$ cat src/rtl/prf_free_list_pkg.sv
// Shared types and defaults for the physical-register free list.
// Default build sizes the PRF at 48 entries over a 32-entry ARF.
package prf_free_list_pkg;

    localparam int PRF_SIZE_DEF = 48;
    localparam int ARF_SIZE_DEF = 32;
    localparam int IDX_W_DEF    = $clog2(PRF_SIZE_DEF);

    typedef logic [IDX_W_DEF-1:0] prf_idx_t;

    typedef enum logic {
        ENC_LO = 1'b0,
        ENC_HI = 1'b1
    } enc_dir_e;

endpackage

$ cat src/rtl/prf_pri_enc.sv
// Parameterized priority encoder, searching for the lowest or the
// highest set bit depending on the direction select.
module prf_pri_enc
    import prf_free_list_pkg::*;
#(
    parameter int N = 48,
    parameter int W = $clog2(N)
) (
    input  logic [N-1:0] vec,
    input  enc_dir_e     dir,
    output logic [W-1:0] idx,
    output logic         found
);

    // Ascending scan: first hit wins for LO, last hit wins for HI
    always_comb begin
        idx   = '0;
        found = 1'b0;
        for (int i = 0; i < N; i++) begin
            if (vec[i] && (dir == ENC_HI || !found)) begin
                idx   = W'(i);
                found = 1'b1;
            end
        end
    end

endmodule

$ cat src/rtl/prf_free_list.sv
// Free list of physical registers for the 2-way rename stage.
// Optional macro PRF_FREE_CNT_EN adds a registered free_count output.
module prf_free_list
    import prf_free_list_pkg::*;
#(
    parameter int PRF_SIZE = PRF_SIZE_DEF,
    parameter int ARF_SIZE = ARF_SIZE_DEF
) (
    input  logic                          clock,
    input  logic                          reset,
    input  logic                          request1,
    input  logic                          request2,
    output logic                          PRF_rename_valid1,
    output logic [$clog2(PRF_SIZE)-1:0]   PRF_rename_idx1,
    output logic                          PRF_rename_valid2,
    output logic [$clog2(PRF_SIZE)-1:0]   PRF_rename_idx2,
    input  logic                          commit_free_valid1,
    input  logic [$clog2(PRF_SIZE)-1:0]   commit_free_idx1,
    input  logic                          commit_free_valid2,
    input  logic [$clog2(PRF_SIZE)-1:0]   commit_free_idx2,
    input  logic                          PRF_free_valid,
    input  logic [PRF_SIZE-1:0]           PRF_free_list_in,
`ifdef PRF_FREE_CNT_EN
    output logic [$clog2(PRF_SIZE+1)-1:0] free_count,
`endif
    output logic                          free_list_empty,
    output logic                          free_list_almost_empty
);

    localparam int IDX_W = $clog2(PRF_SIZE);
    localparam int CNT_W = $clog2(PRF_SIZE + 1);

    // Architectural mappings own the low entries out of reset
    localparam logic [PRF_SIZE-1:0] RESET_BITS =
        {{(PRF_SIZE-ARF_SIZE){1'b1}}, {ARF_SIZE{1'b0}}};

    logic [PRF_SIZE-1:0] free_bits;
    logic [PRF_SIZE-1:0] next_bits;
    logic [IDX_W-1:0]    lo;
    logic [IDX_W-1:0]    hi;
    logic                found_lo;
    logic                found_hi;
    logic                multi;
    logic                avail;
    logic                valid1;
    logic                valid2;

    prf_pri_enc #(.N(PRF_SIZE), .W(IDX_W)) u_enc_lo (
        .vec   (free_bits),
        .dir   (ENC_LO),
        .idx   (lo),
        .found (found_lo)
    );

    prf_pri_enc #(.N(PRF_SIZE), .W(IDX_W)) u_enc_hi (
        .vec   (free_bits),
        .dir   (ENC_HI),
        .idx   (hi),
        .found (found_hi)
    );

    // Zero-latency grants; slot1 wins when only one entry is free
    always_comb begin
        multi  = found_lo & found_hi & (lo != hi);
        avail  = reset & found_lo & ~PRF_free_valid;
        valid1 = avail & request1;
        valid2 = avail & request2 & (multi | ~request1);
        PRF_rename_valid1 = valid1;
        PRF_rename_valid2 = valid2;
        PRF_rename_idx1   = valid1 ? lo : '0;
        PRF_rename_idx2   = valid2 ? (request1 ? hi : lo) : '0;
    end

    // Next bitmap: clear grants, then apply commit and recovery frees
    always_comb begin
        next_bits = free_bits;
        if (valid1)
            next_bits[lo] = 1'b0;
        if (valid2)
            next_bits[PRF_rename_idx2] = 1'b0;
        if (commit_free_valid1 && int'(commit_free_idx1) < PRF_SIZE)
            next_bits[commit_free_idx1] = 1'b1;
        if (commit_free_valid2 && int'(commit_free_idx2) < PRF_SIZE)
            next_bits[commit_free_idx2] = 1'b1;
        if (PRF_free_valid)
            next_bits = next_bits | PRF_free_list_in;
    end

    // Bitmap register
    always_ff @(posedge clock or negedge reset) begin
        if (!reset)
            free_bits <= RESET_BITS;
        else
            free_bits <= next_bits;
    end

`ifdef PRF_FREE_CNT_EN
    logic [CNT_W-1:0] cnt_q;
    logic [CNT_W-1:0] pop_next;

    // Population count of the bitmap being loaded
    always_comb begin
        pop_next = '0;
        for (int i = 0; i < PRF_SIZE; i++)
            pop_next = pop_next + CNT_W'(next_bits[i]);
    end

    // Counter tracks the bitmap edge for edge
    always_ff @(posedge clock or negedge reset) begin
        if (!reset)
            cnt_q <= CNT_W'(PRF_SIZE - ARF_SIZE);
        else
            cnt_q <= pop_next;
    end

    // Status from the registered counter
    always_comb begin
        free_count             = cnt_q;
        free_list_empty        = (cnt_q == '0);
        free_list_almost_empty = (cnt_q < CNT_W'(2));
    end
`else
    logic [CNT_W-1:0] pop_cur;

    // Status from a popcount of the registered bitmap
    always_comb begin
        pop_cur = '0;
        for (int i = 0; i < PRF_SIZE; i++)
            pop_cur = pop_cur + CNT_W'(free_bits[i]);
        free_list_empty        = (free_bits == '0);
        free_list_almost_empty = (pop_cur < CNT_W'(2));
    end
`endif

endmodule

$ cat config.mk
export PLATFORM = sky130hd
export DESIGN_NAME = prf_free_list
export DESIGN_NICKNAME = d
export VERILOG_FILES = /design/src/rtl/prf_free_list_pkg.sv /design/src/rtl/prf_pri_enc.sv /design/src/rtl/prf_free_list.sv
export SDC_FILE = /design/constraint.sdc
export NUM_CORES = 1
export LEC_CHECK = 0
export CORE_MARGIN = 4
export CORE_UTILIZATION = 54
export CTS_CLUSTER_SIZE = 24
export DETAILED_ROUTE_END_ITERATION = 6
export PLACE_DENSITY = 0.8
export SYNTH_ARGS = -nofsm -noshare
export SYNTH_HDL_FRONTEND = slang
export SYNTH_HIERARCHICAL = 1
export SYNTH_SLANG_ARGS = --single-unit
$ cat constraint.sdc
create_clock -name clock -period 6.1 [get_ports clock]
set_input_delay 0.61 -clock clock [delete_from_list [all_inputs] [get_ports clock]]
set_output_delay 0.61 -clock clock [all_outputs]
set_load 0.01 [all_outputs]
Word-level counts from Yosys, hierarchy flattened

Cells that the tools add are included.

Register bits: 48
Input bits: 67
Output and inout port bits: 16
Logic and storage cells: 383

$add $sub $neg: 47
$lt $le $gt $ge: 11
Equal/unequal tests: 1
Muxes and demuxes: 205
Bitwise operators: 17
Reductions and logical operators: 101

Operator list:

| cell                 | number |
|---|---|
| $mux W6              | 95 |
| $add A6 B1 Y6        | 42 |
| $mux W48             | 5 |
| $or A48 B48 Y48      | 3 |
| $mux W1              | 101 |
| $and A48 B48 Y48     | 2 |
| $not A48 Y48         | 2 |
| $logic_and A1 B1 Y1  | 53 |
| $logic_not A48 Y1    | 1 |
| $logic_not A1 Y1     | 47 |
| $lt A6 B7 Y1 const B | 4 |
| $demux W1 S6         | 4 |
| $ge A6 B1 Y1 const B | 4 |
| $lt A6 B6 Y1 const B | 2 |
| $and A1 B1 Y1        | 7 |
| $add A5 B1 Y6        | 1 |
| $lt A6 B2 Y1 const B | 1 |
| $ne A6 B6 Y1         | 1 |
| $add A4 B1 Y5        | 1 |
| $add A3 B1 Y4        | 1 |
| $add A2 B1 Y3        | 1 |
| $add A1 B1 Y2        | 1 |
| $not A1 Y1           | 2 |
| $or A1 B1 Y1         | 1 |

Depth between registers and ports, before layout

Gate-level depths: netlist (run 1).

Word-level depth: 160
Mapped depth: 17
Gate-level depth less buffers: 17

Modules after synthesis

Netlist (run 1), hierarchy kept.

Modules (own cells, without submodules):

| module        | instances | cells an instance | area each (um2) | sequential area each (um2) |
|---|---|---|---|---|
| prf_free_list | 1         | 570               | 4,931.0         | 1,221.2 |
| prf_pri_enc   | 2         | 247               | 1,497.7         | 0.0 |

Worst setup path after synthesis (run 1)

No wires, ideal clock.

Path type: register to output
Start: reg free_bits[7]
End: out free_list_almost_empty
Arrival: 5.363 ns
Required time: 5.490 ns
Slack: 0.127 ns
Stages on the path, launching flop included: 15
Cells stage by stage: dfrtp_1 > inv_1 > fa_1 > fa_1 > inv_1 > fa_1 > fa_1 > fa_1 > fa_1 > inv_1 > fa_1 > fa_1 > nor2_1 > a31oi_1 > nor4b_1

Word-level cells in the longest chain between the ends: 42

RTL lines:

| what                        | line                 | RTL |
|---|---|---|
| from (decl)                 | prf_free_list.sv:37  | `logic [PRF_SIZE-1:0] free_bits;` |
| from (signal assigned)      | prf_free_list.sv:94  | `free_bits <= next_bits;` |
| $add A6 B1 Y6 (41 in a row) | prf_free_list.sv:129 | `pop_cur = pop_cur + CNT_W'(free_bits[i]);` |
| $lt A6 B2 Y1                | prf_free_list.sv:131 | `free_list_almost_empty = (pop_cur < CNT_W'(2));` |
| to (decl)                   | prf_free_list.sv:27  | `output logic free_list_almost_empty` |

No other way between the ends.

Worst setup path in the final report (run 1)

Start: reg free_bits[35]
End: out free_list_almost_empty

Word-level cells in the longest chain between the ends: 14

RTL lines:

| what                        | line |
|---|---|
| $add A6 B1 Y6 (13 in a row) | prf_free_list.sv:129 |
| $lt A6 B2 Y1                | prf_free_list.sv:131 |

No other way between the ends.

==> run_results.csv, run 1 <==
group,metric,value,unit
setup_path,path_common_cell,"inv_1",
layout,largestRegisters,"free_bits (48)",
grt,gr-total-overflow,0,
layout,final_util,0.649,
outcome,status,"finished with violations",
logic_synthesis,yosys.area.top_type,"dfrtp_1",
grt,track_usage,0.369,
logic_synthesis,ys_ff_latch,48,
routing,vias,9616,
setup_path,crit_path_max_fanout,2,
outcome,violations,"design-rule violations",
clock_tree,cts_tree,"yes",
setup_path,cp.arrival,5420,ps
setup_path,r2r_slack,990,ps
timing,setup_viol,0,
logic_synthesis,async_flop_share,1.00,
setup_path,r2r-start,"free_bits[16]",
clock_tree,holdBufCountCts,0,
layout,drive_gt1_frac,0.116,
die,core_area,14500,um2
setup_path,r2r_end,"free_bits[45]",
setup_path,critPathRequiredTime,5490,ps
logic_synthesis,yosysTopAreaCellShare,0.101,
logic_synthesis,synth_enable_flop_cells,0,
layout,nets,1292,
timing,clock.fmax,166,MHz
logic_synthesis,synth_area,7930,um2
clock_tree,cts_made_buffers,5,
pwr,peakVddDrop,0.0994,mV
layout,largest_reg_flops,48,
clock_tree,clockBufferDepth,2,
timing,max-slew-margin-rel,0.184,
die,initial_core_util,0.547,
timing,clock_skew,13.2,ps
timing,fin_ws,65.4,ps
pwr,p_leak,0.00354,uW
setup_path,r2r_cells,13,
logic_synthesis,avgSynthCellArea,7.45,um2
setup_path,worstPathCellList,"inv_1 > fa_1 > inv_1 > fa_1 > inv_1 > fa_2 > fa_1 > inv_1 > fa_2 > fa_1 > inv_1 > fa_1 > inv_1 > ha_1 > or4_4 > nor4b_2 > buf_2",
logic_synthesis,synth_flop_cell,"dfrtp_1",
routing,drc,27,
place,dp_hpwl,24300,um
die,ios,83,
die,die_w,129,um
place,io_buffers,82,
place,pre_cts_ws,-229,ps
layout,area.growth.synth_to_final,18.5,%
logic_synthesis,yosysSeqAreaShare,0.154,
routing,drt_iter0_drc,1733,
routing,routed_wl,31500,um
timing,min_period,6030,ps
setup_path,setup.worst_path.class,"flop to primary output",
grt,grt_pass1_wl,48000,um
layout,num_antenna_cells,0,
die,std_cell_rows,44,
clock_tree,htreeDepth,2,
grt,grt_pass1_vias,8605,
clock_tree,clk_latency,300,ps
setup_path,cp-end-kind,"primary output",
clock_tree,clock_sinks,48,
setup_path,start_kind,"flop",
place,gp_congestion,1.07,
grt,antenna_found_initial,0,
layout,fin_area,9390,um2
timing,rsz0062_at_grt,"yes",
routing,ant_nets,0,
clock_tree,clockRootBuffer,"clkbuf_16",
logic_synthesis,synth_cell_type_count,79,
routing,wire_per_inst,23.2,um
setup_path,cp_slowest_cell,"dfstp_2",
layout,fillers,1316,
routing,firstDrtPassIters,7,
worst_hold_path,hold_class,"input port to async pin",
timing,hold_viol,0,
die,die_h,129,um
clock_tree,path_clk_slew,70,ps
setup_path,slowest_delay,530,ps
logic_synthesis,synth.area.top_cells,"dfrtp_1, fa_1, dfstp_2",
run,cap_violations,0,
logic_synthesis,yosysWarnings,6,
routing,vias_per_cell,7.07,
logic_synthesis,synthCells,1064,
layout,largest-register,"free_bits",
timing,tightest_slew,1220,ps
grt,grt_max_degree,56,
place,placed_area,9210,um2
die,fp.dieArea,16700,um2
timing,finalMaxSlewViolations,0,
pwr,p_per_area,112,nW/um2
timing,fin_crit_sh,0.989,
timing repair:
item | in CTS | in global routing
resized for setup | 7 | 6
setup buffers | 0 | 0
pin swaps | 2 | 3
endpoints found under the setup margin | 1 | 1
cell usage after synthesis (all sizes together), types with 6 or more instances:
library cell	count
a211oi	6
a21oi	82
a221oi	10
a222oi	24
a22oi	21
a311oi	6
a31oi	15
a32oi	6
and2	14
and3	6
buf	30
clkbuf	12
dfrtp	32
dfstp	16
fa	39
ha	10
inv	99
nand2	97
nand2b	19
nand3	35
nand3b	9
nand4	13
nor2	94
nor2b	19
nor3	42
nor3b	17
nor4	42
o211ai	10
o21ai	83
o221ai	37
o22ai	15
o31ai	6
o32ai	8
or2	9
or3	13
or4	9
xnor2	6
critical path, delay by kind of cell (launching register included):
family                   cells  cell delay, ps
adder cells (fa/ha/maj)      8            3400
buffers and inverters        7             480
AND/OR/NAND/NOR              2             730
flip-flops                   1             530
metrics by stage:
stage	cells	hold slack (ps)	TNS, ps	total power [uW]
global route	1361	449	-139	1110
global placement	1353	634	-157	719
CTS	1361	421	0	1030
finish	1361	388	0	1060
detailed placement	1353	655	-229	724
floorplan	1074	314	0	583
per-layer routing:
layer | track usage | vias to the layer above | wire (um)
met5 | 0 | - | 0
met4 | 0.175 | 0 | 1830
met3 | 0.0552 | 144 | 3300
met2 | 0.595 | 703 | 14500
met1 | 0.489 | 4504 | 11900
li1 | - | 4265 | -
power by group:
part           internal (uW)  leakage, uW  switching [uW]
sequential               326     0.000450            7.29
clock                    193    0.0000808             120
combinational            175      0.00301             236
worst max-delay path by stage:
stage                              from                      to  slack [ps]  cells past startpoint
after detailed placement  free_bits[35]  free_list_almost_empty        -230                     17
after global placement    free_bits[35]  free_list_almost_empty        -160                     17
after global routing      free_bits[35]  free_list_almost_empty        -140                     16
final                     free_bits[35]  free_list_almost_empty          70                     17
after CTS                 free_bits[35]  free_list_almost_empty          30                     17
after floorplan            free_bits[7]  free_list_almost_empty         130                     14
cell usage in the layout, fill, tap and decap left out, types with 12 or more instances in the layout:
cell type	n
nor3_1	40
o21ai_0	73
o22ai_1	15
inv_1	99
nand2_1	97
fa_1	34
a222oi_1	24
dfrtp_1	32
conb_1	12
and2_1	14
buf_4	55
clkdlybuf4s50_1	80
nand3_1	35
nor3b_1	16
dfstp_2	16
a22oi_1	20
nand2b_1	18
nor2_1	93
nor4_1	26
a21oi_1	82
nor2b_1	19
nand4_1	13
a31oi_1	15
o221ai_1	36
area by class of cell:
type                       instances  area, um2  area share
clock buffer                       6        129      0.0137
sequential                        48       1220       0.130
tap                              184        230      0.0245
multi-input combinational        885       6180       0.658
inverter                          99        372      0.0396
timing repair buffer             137       1220       0.130
clock inverter                     2       35.0     0.00373
cells by family (layout without fill, tap and decap cells):
kind of cell             count (synthesis)  count (layout)  share of synthesized area
AO/OA/AOI/OAI                          360             360                      0.319
XOR/XNOR                                 6               6                    0.00663
adder cells (fa/ha/maj)                 49              49                      0.114
buffers and inverters                  141             244                     0.0748
flip-flops                              48              48                      0.154
multiplexers                             4               4                    0.00505
other                                    2              12                   0.000947
AND/OR/NAND/NOR                        454             454                      0.325
No activity file was read; power rests on OpenSTA's default activity.
==> inputs of run 2 (changes only) <==
--- a/config.mk
+++ b/config.mk
@@ -7,6 +7,7 @@
 export LEC_CHECK = 0
 export CORE_MARGIN = 4
 export CORE_UTILIZATION = 54
+export CTS_CLUSTER_DIAMETER = 150
 export CTS_CLUSTER_SIZE = 24
 export DETAILED_ROUTE_END_ITERATION = 6
 export PLACE_DENSITY = 0.8
==> results of run 2 <==
No change in the layout: final DEF, timing and power equal those of run 1.
==> inputs of run 3 (changes only) <==
--- a/config.mk
+++ b/config.mk
@@ -5,12 +5,14 @@
 export SDC_FILE = /design/constraint.sdc
 export NUM_CORES = 1
 export LEC_CHECK = 0
+export ABC_AREA = 1
 export CORE_MARGIN = 4
 export CORE_UTILIZATION = 54
 export CTS_CLUSTER_DIAMETER = 150
 export CTS_CLUSTER_SIZE = 24
 export DETAILED_ROUTE_END_ITERATION = 6
-export PLACE_DENSITY = 0.8
+export GPL_TIMING_DRIVEN = 0
+export PLACE_DENSITY = 0.79
 export SYNTH_ARGS = -nofsm -noshare
 export SYNTH_HDL_FRONTEND = slang
 export SYNTH_HIERARCHICAL = 1
==> run_results.csv, run 3 <==
group,metric,value,unit
timing,fin_crit_sh,1.03,
clock_tree,clk_latency,300,ps
layout,layout_common_cells,"nand2_1, inv_1, nor2_1, clkdlybuf4s50_1, buf_4",
grt,antenna_found_initial,0,
routing,vias,9611,
clock_tree,cts_tree,"yes",
layout,nets,1568,
place,gp_congestion,0.967,
die,std_cell_rows,44,
clock_tree,path_clk_slew,60,ps
logic_synthesis,ys_top_cells_by_count,"nand2_1, inv_1, nor2_1",
layout,num_antenna_cells,0,
layout,largestRegisters,"free_bits (48)",
routing,routed_wl,30200,um
grt,gr-total-overflow,0,
logic_synthesis,yosysSeqAreaShare,0.149,
pwr,internal_power,742,uW
routing,vias_per_cell,5.87,
setup_path,start_kind,"flop",
timing,clock.fmax,160,MHz
setup_path,cp-end-kind,"primary output",
setup_path,cp_slowest_cell,"dfstp_4",
die,initial_core_util,0.557,
clock_tree,clockBufferDepth,2,
clock_tree,htreeDepth,2,
setup_path,r2r_slack,220,ps
timing,max-slew-margin-rel,0.0602,
timing,finalMaxSlewViolations,0,
routing,ant_nets,0,
logic_synthesis,ys_ff_latch,48,
setup_path,path_common_cell,"fa_1",
routing,drc,0,
logic_synthesis,synth.area.top_cells,"nand2_1, inv_1, dfrtp_1",
setup_path,r2r_end,"free_bits[16]",
setup_path,crit_path_max_fanout,9,
setup_path,slowest_delay,730,ps
layout,final_util,0.680,
grt,grt_max_degree,28,
grt,grt_pass1_vias,8924,
timing,setup_viol,5,
pwr,pwr-share-clk,0.225,
pwr,power_frac_seq,0.282,
pwr,swShare,0.416,
routing,firstDrtPassIters,7,
timing,min_period,6260,ps
logic_synthesis,yosysWarnings,6,
grt,grt_pass1_wl,46400,um
clock_tree,clock_sinks,48,
die,core_area,14700,um2
timing,rsz0062_at_grt,"yes",
timing,fin_ws,-163,ps
layout,layout_commonest_cell,"nand2_1",
routing,wire_per_inst,18.5,um
setup_path,worstPathCellList,"fa_1 > fa_1 > inv_2 > fa_2 > fa_1 > inv_2 > fa_1 > fa_1 > inv_2 > fa_2 > fa_1 > inv_1 > nor4_2 > o2111ai_1 > inv_1 > buf_2",
clock_tree,cts_made_buffers,5,
pwr,peakVddDrop,0.0935,mV
worst_hold_path,hold_class,"input port to async pin",
logic_synthesis,synth_cell_type_count,52,
outcome,status,"finished with violations",
clock_tree,holdBufCountCts,0,
setup_path,cp.arrival,5650,ps
timing,hold_viol,0,
logic_synthesis,synthCells,1317,
routing,drt_iter0_drc,1111,
die,fp.dieArea,17200,um2
logic_synthesis,synth_enable_flop_cells,0,
logic_synthesis,synth_most_common_cell,"nand2_1",
place,io_buffers,82,
grt,track_usage,0.336,
clock_tree,clockRootBuffer,"clkbuf_16",
logic_synthesis,synth_flop_cell,"dfrtp_1",
layout,area.growth.synth_to_final,22.2,%
logic_synthesis,avgSynthCellArea,6.21,um2
die,ios,83,
setup_path,setup.worst_path.class,"flop to primary output",
die,die_w,131,um
logic_synthesis,async_flop_share,1.00,
setup_path,r2r_cells,43,
logic_synthesis,yosys.area.top_type,"nand2_1",
layout,largest-register,"free_bits",
layout,drive_gt1_frac,0.163,
place,dp_hpwl,24100,um
pwr,p_per_area,127,nW/um2
logic_synthesis,yosysTopAreaCellShare,0.212,
layout,largest_reg_flops,48,
run,cap_violations,0,
die,die_h,131,um
setup_path,r2r-start,"free_bits[0]",
setup_path,critPathRequiredTime,5490,ps
pwr,p_sw,529,uW
place,placed_area,9260,um2
timing,tightest_slew,1400,ps
layout,fillers,1307,
logic_synthesis,synth_area,8180,um2
pwr,comb_power_share,0.493,
logic_synthesis,syn_nets,1433,
outcome,violations,"negative setup slack",
pwr,p_leak,0.00560,uW
layout,fin_area,10000,um2
timing,clock_skew,8.53,ps
## run 3: cell types whose count changed in the layout (fill, tap and decap cells not counted), sizes merged, moves of 24 or more
cell and change:
a21oi -45, a221oi +26, a222oi -24, inv +155, nand2 +377, nor2 +36
nor4 -29, o21ai -33, o221ai -37
## run 3: what timing repair did
action / CTS / global route
pin swaps: 4 / 38
setup buffers: 20 / 25
gates resized for setup: 38 / 76
setup endpoints to repair: 9 / 30
gates cloned: 0 / 1
## run 3: metal layers
layer / global-route usage / up-vias / wire [um]
met5: 0 / - / 0
met1: 0.425 / 4326 / 11300
met3: 0.0424 / 159 / 2990
met2: 0.562 / 631 / 13900
li1: - / 4495 / -
met4: 0.178 / 0 / 2070
## run 3: area by class of cell
type / count / area [um2] / share of cell area
sequential: 48 / 1240 / 0.124
inverter: 256 / 978 / 0.0979
multi-input combinational: 994 / 6070 / 0.608
clock buffer: 7 / 143 / 0.0143
buffer: 19 / 128 / 0.0128
tap: 184 / 230 / 0.0230
timing repair buffer: 128 / 1200 / 0.120
clock inverter: 1 / 6.26 / 0.000626
## run 3: per-stage QoR
stage / std cells / setup slack [ps] / hold slack [ps] / power (uW) / TNS [ps]
final: 1637 / -163 / 343 / 1270 / -339
after global routing: 1637 / -425 / 387 / 1350 / -4570
after CTS: 1612 / -199 / 362 / 1220 / -199
after detailed placement: 1584 / -459 / 641 / 918 / -1340
after global placement: 1583 / -370 / 630 / 900 / -597
after floorplan: 1317 / 366 / 314 / 733 / 0
## run 3: cell families (layout without fill, tap and decap cells)
logic type / Yosys count / in the layout / share of synthesized area
compound gates: 192 / 192 / 0.158
flops: 48 / 48 / 0.149
buf+inv: 276 / 411 / 0.135
fa+ha+maj: 49 / 49 / 0.111
simple gates: 750 / 751 / 0.447
other cells: 2 / 2 / 0.000918
## run 3: critical path: cells and delay by family (launching register included)
family	cells	cell delay, ps
buffers and inverters	6	370
and+or+nand+nor	1	140
AOI/OAI and AO/OA	1	140
adders and majority gates	8	3990
DFF	1	730
## run 3: power groups by stage
stage	clock network [uW]	registers, uW	logic [uW]
6_report	286	359	627
5_1_grt	295	360	699
4_1_cts	284	357	579
3_5_place_dp	0	365	553
3_3_place_gp	0	365	535
2_1_floorplan	0	353	380
## run 3: worst max path at each step
stage                        from                endpoint  slack [ps]
finish              free_bits[45]  free_list_almost_empty        -160
global route         free_bits[0]      PRF_rename_idx2[4]        -420
CTS                 free_bits[35]  free_list_almost_empty        -200
detailed placement  free_bits[35]  free_list_almost_empty        -460
global placement    free_bits[35]  free_list_almost_empty        -370
floorplan           free_bits[39]  free_list_almost_empty         370
